<file path="src/rtl/uart_tx_arbiter_pkg.sv">
// Shared uart settings and arbiter state encoding.
package uart_tx_arbiter_pkg;

    localparam int unsigned UART_DBIT    = 8;
    localparam int unsigned UART_TIMEOUT = 1024;

    // Encoding doubles as the one-hot grant vector.
    typedef enum logic [1:0] {
        IDLE = 2'b00,
        GNT0 = 2'b01,
        GNT1 = 2'b10
    } arb_state_e;

endpackage

</file>
<file path="src/rtl/uart_tx_arbiter.sv">
// Two-requester, message-granular round-robin arbiter feeding a uart TX FIFO.
// A grant is held until the owner's last byte transfers or the owner sits
// idle (valid low) for TIMEOUT cycles; FIFO back-pressure never counts as idle.
module uart_tx_arbiter
    import uart_tx_arbiter_pkg::*;
#(
    parameter int unsigned DBIT    = UART_DBIT,
    parameter int unsigned TIMEOUT = UART_TIMEOUT
) (
    input  logic            clk,
    input  logic            reset,
    input  logic [1:0]      req_valid,
    input  logic [DBIT-1:0] req_data0,
    input  logic [DBIT-1:0] req_data1,
    input  logic [1:0]      req_last,
    output logic [1:0]      req_ready,
    input  logic            tx_full,
    output logic            wr_uart,
    output logic [DBIT-1:0] w_data,
    output logic [1:0]      grant,
    output logic            abort_tick
);

    localparam logic [15:0] CNT_MAX = 16'(TIMEOUT - 1);

    arb_state_e  state_q, state_d;
    logic        rr_q, rr_d;
    logic [15:0] idle_cnt_q, idle_cnt_d;
    logic        abort_q, abort_d;

    // State, round-robin pointer, idle counter and abort pulse registers.
    always_ff @(posedge clk) begin
        if (reset) begin
            state_q    <= IDLE;
            rr_q       <= 1'b0;
            idle_cnt_q <= '0;
            abort_q    <= 1'b0;
        end else begin
            state_q    <= state_d;
            rr_q       <= rr_d;
            idle_cnt_q <= idle_cnt_d;
            abort_q    <= abort_d;
        end
    end

    // Arbitration, zero-latency byte pass-through and timeout handling.
    always_comb begin
        state_d    = state_q;
        rr_d       = rr_q;
        idle_cnt_d = idle_cnt_q;
        abort_d    = 1'b0;
        req_ready  = '0;
        wr_uart    = 1'b0;
        w_data     = req_data0;

        unique case (state_q)
            IDLE: begin
                idle_cnt_d = '0;
                unique case (req_valid)
                    2'b01:   state_d = GNT0;
                    2'b10:   state_d = GNT1;
                    2'b11:   state_d = rr_q ? GNT1 : GNT0;
                    default: state_d = IDLE;
                endcase
            end
            GNT0: begin
                req_ready = {1'b0, ~tx_full};
                wr_uart   = req_valid[0] & ~tx_full;
                w_data    = req_data0;
                if (req_valid[0]) begin
                    idle_cnt_d = '0;
                    if (!tx_full && req_last[0]) begin
                        state_d = IDLE;
                        rr_d    = 1'b1;
                    end
                end else if (idle_cnt_q == CNT_MAX) begin
                    state_d = IDLE;
                    rr_d    = 1'b1;
                    abort_d = 1'b1;
                end else begin
                    idle_cnt_d = idle_cnt_q + 16'd1;
                end
            end
            GNT1: begin
                req_ready = {~tx_full, 1'b0};
                wr_uart   = req_valid[1] & ~tx_full;
                w_data    = req_data1;
                if (req_valid[1]) begin
                    idle_cnt_d = '0;
                    if (!tx_full && req_last[1]) begin
                        state_d = IDLE;
                        rr_d    = 1'b0;
                    end
                end else if (idle_cnt_q == CNT_MAX) begin
                    state_d = IDLE;
                    rr_d    = 1'b0;
                    abort_d = 1'b1;
                end else begin
                    idle_cnt_d = idle_cnt_q + 16'd1;
                end
            end
            default: state_d = IDLE;
        endcase
    end

    assign grant      = state_q;
    assign abort_tick = abort_q;

endmodule

</file>
<file path="config.mk">
export PLATFORM = sky130hd
export DESIGN_NAME = uart_tx_arbiter
export DESIGN_NICKNAME = d
export VERILOG_FILES = /design/src/rtl/uart_tx_arbiter_pkg.sv /design/src/rtl/uart_tx_arbiter.sv
export SDC_FILE = /design/constraint.sdc
export NUM_CORES = 1
export LEC_CHECK = 0
export BUFFER_PORTS_ARGS = -buffer_cell sky130_fd_sc_hd__buf_2
export CAP_MARGIN = 20
export CORE_MARGIN = 1
export CORE_UTILIZATION = 45
export CTS_CLUSTER_SIZE = 40
export DETAILED_ROUTE_END_ITERATION = 8
export PLACE_DENSITY = 0.67
export SETUP_SLACK_MARGIN = 0.5
export SKIP_CTS_REPAIR_TIMING = 1
export SYNTH_ARGS = -nofsm -noshare
export SYNTH_HDL_FRONTEND = slang
export SYNTH_SLANG_ARGS = --single-unit
</file>
<file path="constraint.sdc">
create_clock -name clk -period 3.9 [get_ports clk]
set_input_delay 0.39 -clock clk [delete_from_list [all_inputs] [get_ports clk]]
set_output_delay 0.39 -clock clk [all_outputs]
set_load 0.05 [all_outputs]
</file>
Word level (Yosys, flattened, before mapping)

Index checks and enable logic that the tools add are counted.

$add $sub $neg: 1
Equal/unequal tests: 10
Muxes and demuxes: 26
Bitwise gates (word level): 3
Reduce and logical (&&, ||, !) cells: 8

Operators by type and width:

| cell                                                   | count |
|---|---|
| two-way mux 16 bit                                     | 3 |
| one-hot mux 16 bit (3 select lines)                    | 1 |
| adder 16 x 1 -> 16 bit (second input constant)         | 1 |
| equality test 16 x 10 -> 1 bit (second input constant) | 1 |
| two-way mux 2 bit                                      | 6 |
| != test 3 bit (second input constant)                  | 4 |
| one-hot mux 2 bit (3 select lines)                     | 2 |
| two-way mux 1 bit                                      | 9 |
| two-way mux 8 bit                                      | 1 |
| equality test 2 bit (second input constant)            | 3 |
| one-hot mux 1 bit (2 select lines)                     | 3 |
| AND reduction 5 bit                                    | 1 |
| equality test 2 x 1 -> 1 bit (second input constant)   | 2 |
| one-hot mux 2 bit (2 select lines)                     | 1 |
| nonzero test 3 bit                                     | 1 |
| bitwise AND 1 bit                                      | 2 |
| logical AND 1 bit                                      | 2 |
| logical NOT 2 bit                                      | 1 |
| AND reduction 2 bit                                    | 1 |
| nonzero test 2 bit                                     | 1 |
| logical NOT 1 bit                                      | 1 |
| NOT 1 bit                                              | 1 |

Register bits after elaboration: 20
Input port bits: 23
Output and inout port bits: 14
Logic and storage cells: 52

Depth between registers and ports, before layout

Word-level depth: 5
Depth in mapped cells: 7
Depth with buffers taken out: 6

Worst setup path after synthesis

OpenSTA, ideal clock, no wires.

Path type: reg2out
Start: reg state_q[0], in the netlist grant[0]
End: out wr_uart
Arrival: 2611 ps
Required time: 3510 ps
Setup slack: 899 ps
Cell stages (with the launch flop): 7
Path through: dfxtp_1 -> inv_1 -> ha_1 -> clkbuf_1 -> inv_1 -> a21oi_1 -> nor3b_1

Longest elaborated chain between the ends: 2
Elaborated cells on any way between the ends: 3
Classes of those cells: eq/ne (2); mux (1)

RTL lines:

| element                                                                    | line                  | source |
|---|---|---|
| start, declared                                                            | uart_tx_arbiter.sv:26 | `arb_state_e state_q, state_d;` |
| start signal, assigned                                                     | uart_tx_arbiter.sv:39 | `state_q <= state_d;` |
| equality test 2 bit / equality test 2 x 1 -> 1 bit (equally long branches) | uart_tx_arbiter.sv:56 | `unique case (state_q)` |
| one-hot mux 1 bit (2 select lines) (*)                                     | uart_tx_arbiter.sv:56 |  |
| end, declared                                                              | uart_tx_arbiter.sv:18 | `output logic wr_uart,` |

Mark *: on every way between the ends. The rest lies on a longest branch, timed or not.

Worst setup path in the final report

Start: reg state_q[1], in the netlist grant[1]
End: out wr_uart

Same word-level chain as after synthesis.

==> impl_metrics.toml <==
[finish]
n_fill_cell = 247
synthToLayoutAreaGrowth_pct = 19.48
final_common_cell = "buf_2"
nets = 209
layout_common_cells = "buf_2, dfxtp_1, a21oi_1"
multiInputGateArea_um2 = 812.0
layout-drive-gt1-share = 0.2905
diodes = 0
final_util = 0.5880
seq_area_um2 = 400.4

[die]
die_h_um = 54.76
die_w_um = 54.76
die_area_um2 = 2998
ios = 37
placementRows = 18
initial_utilization = 0.4921
core_region_area_um2 = 2545

[sta]
final.setup.tns_ns = 0
hold_viol = 0
fmax_ghz = 0.4137
worst_pin_slew_ns = 0.9641
slew_violations = 0
relSlewSlack = 0.3549
fin_crit_ns = 2.417
clock_skew_ns = 0.001383
setup_viol = 0
rsz0062_at_grt = "false"
finalCritPeriodShare = 0.6198
postLayoutSetupSlackWorst_ns = 1.483
hold_slack_ns = 0.3177

[critical_path]
cp-start-kind = "flop"
cp.required_ns = 3.51
cp_max_fo = 12
crit_arrival_ns = 2.03
worstRegToRegCells = 6
path_class = "flop to output pin"
path_depth = 5
critical_path_buf_inv_count = 1
r2r_setup_slack_ns = 1.63
cp_cell_sequence = "ha_1 > and2_1 > a21oi_1 > nor3b_1 > buf_2"
cp_top_family = "adder cells"
endpoint_kind = "output pin"
cp_slowest_stage_delay_ns = 0.52
slowest_stage = "ha_1"

[yosys]
yosys-top-cells-area = "dfxtp_1, mux2_2, ha_1"
synth_edf_count = 0
async_flop_share = 0
ys_warn_count = 0
ys_types = 37
synth_top_area_frac = 0.3197
syn_nets = 171
ys_ff_latch = 20
synth_ff_type = "dfxtp_1"
yosys.area.top_type = "dfxtp_1"
postSynthAreaPerCell_um2 = 8.820
synth_area_um2 = 1252
syn_inst = 142
yosysSeqAreaShare = 0.3197

[placed_design]
io_buffer_count = 36
dp_hpwl_mm = 2.168
place_ws_ns = 1.520
place_congestion = 0.8662

[clocking]
cts_sinks = 20
worst_skew_pair.late_latency_ns = 0.30
htree_levels = 1
clockBufferDepth = 2
clk_pin_slew_ns = 0.11
cts_made_buffers = 3
cts_tree = "built"
cts-root-buf = "clkbuf_4"

[detailed_routing]
ant_nets = 0
drt_iter0_drc = 16
wl_met1_mm = 1.361
wl_met3_um = 118
top_layer = "met4"
dr_total_vias = 1218
routed_wl_mm = 2.802
drc = 0
firstDrtPassIters = 4
wl_per_cell_um = 13.41
met2_length_mm = 1.302
via_per_inst = 5.828

[run]
maxCapViolations = 0

[power_and_ir_drop]
power_density_nw_per_um2 = 293.8
p_leak_nw = 0.5670
ir_drop_mv = 0.2457

[grt]
grt.total_usage = 0.2201
grt_start_max_net_pins = 15
antenna_found_initial = 0
grt_overflow = 0
grt_pass1_vias = 1109
grt_pass1_wl_mm = 4.726

[run_status]
status = "completed"

[min_path]
min_delay_path_depth = 2
hold_path.class = "primary input to flop"
[registers in the layout, indices dropped and copies added (netlist names)]
register,cells
idle_cnt_q,16
grant,2
abort_tick,1
rr_q,1
[where the power goes]
| part | total (mW) | leakage, nW | switching [mW] | internal, mW |
|---|---|---|---|---|
| combinational | 0.107 | 0.385 | 0.0694 | 0.0380 |
| clock | 0.120 | 0.0210 | 0.0628 | 0.0570 |
| sequential | 0.213 | 0.161 | 0.00515 | 0.207 |
| total | 0.440 | 0.567 | 0.137 | 0.302 |
[per-stage QoR]
step	power (mW)	instances	area [um^2]
2_1_floorplan	0.2950	142	1252
3_3_place_gp	0.3212	204	1453
3_5_place_dp	0.3243	204	1453
4_1_cts	0.4434	208	1489
5_1_grt	0.4626	209	1496
6_report	0.4397	209	1496
[metal layers]
| layer | GRT usage | vias up |
|---|---|---|
| met5 | 0 | - |
| met1 | 0.2683 | 572 |
| met2 | 0.3715 | 24 |
| met3 | 0.06389 | 4 |
| met4 | 0.05983 | 0 |
| li1 | - | 618 |
[final cells by class]
class	instances	share of cell area
flip-flops and latches	20	0.2676
well taps	30	0.02508
multi-input cells	112	0.5426
clock buffers	4	0.02425
repair buffers	37	0.1254
inverters	6	0.01505
[worst paths after layout]
path / from / endpoint
max: grant[1]$_SDFFE_PP0P_ / wr_uart
min: reset / rr_q$_SDFFE_PP0P_
max reg2reg: grant[0]$_SDFFE_PP0P_ / idle_cnt_q[0]$_SDFFE_PP0P_
min reg2reg: idle_cnt_q[7]$_SDFFE_PP0P_ / idle_cnt_q[7]$_SDFFE_PP0P_
[synthesized netlist by cell type, types with 2 or more instances]
library cell  instances
nand2b_1              7
nand2_1               6
nor4_1                4
nor2_1                9
nor3b_1               3
ha_1                  6
buf_2                 2
inv_1                 6
mux2i_1               4
o21ai_0               4
nand4b_1              2
o31ai_1               6
dfxtp_1              20
a21oi_1              14
and4b_1               2
clkbuf_1              2
or4_1                 7
nand4_1               4
or3_1                 4
mux2_2                8
xnor2_1               3
nand3_1               4
[cells by family after synthesis]
group	synth area share
and+or+nand+nor	0.2867
AOI/OAI and AO/OA	0.1698
DFF	0.3197
buffers and inverters	0.03197
xor gates and xnor gates	0.02798
adders and majority gates	0.05994
muxes	0.1039
No activity file was read; power rests on OpenSTA's default activity.
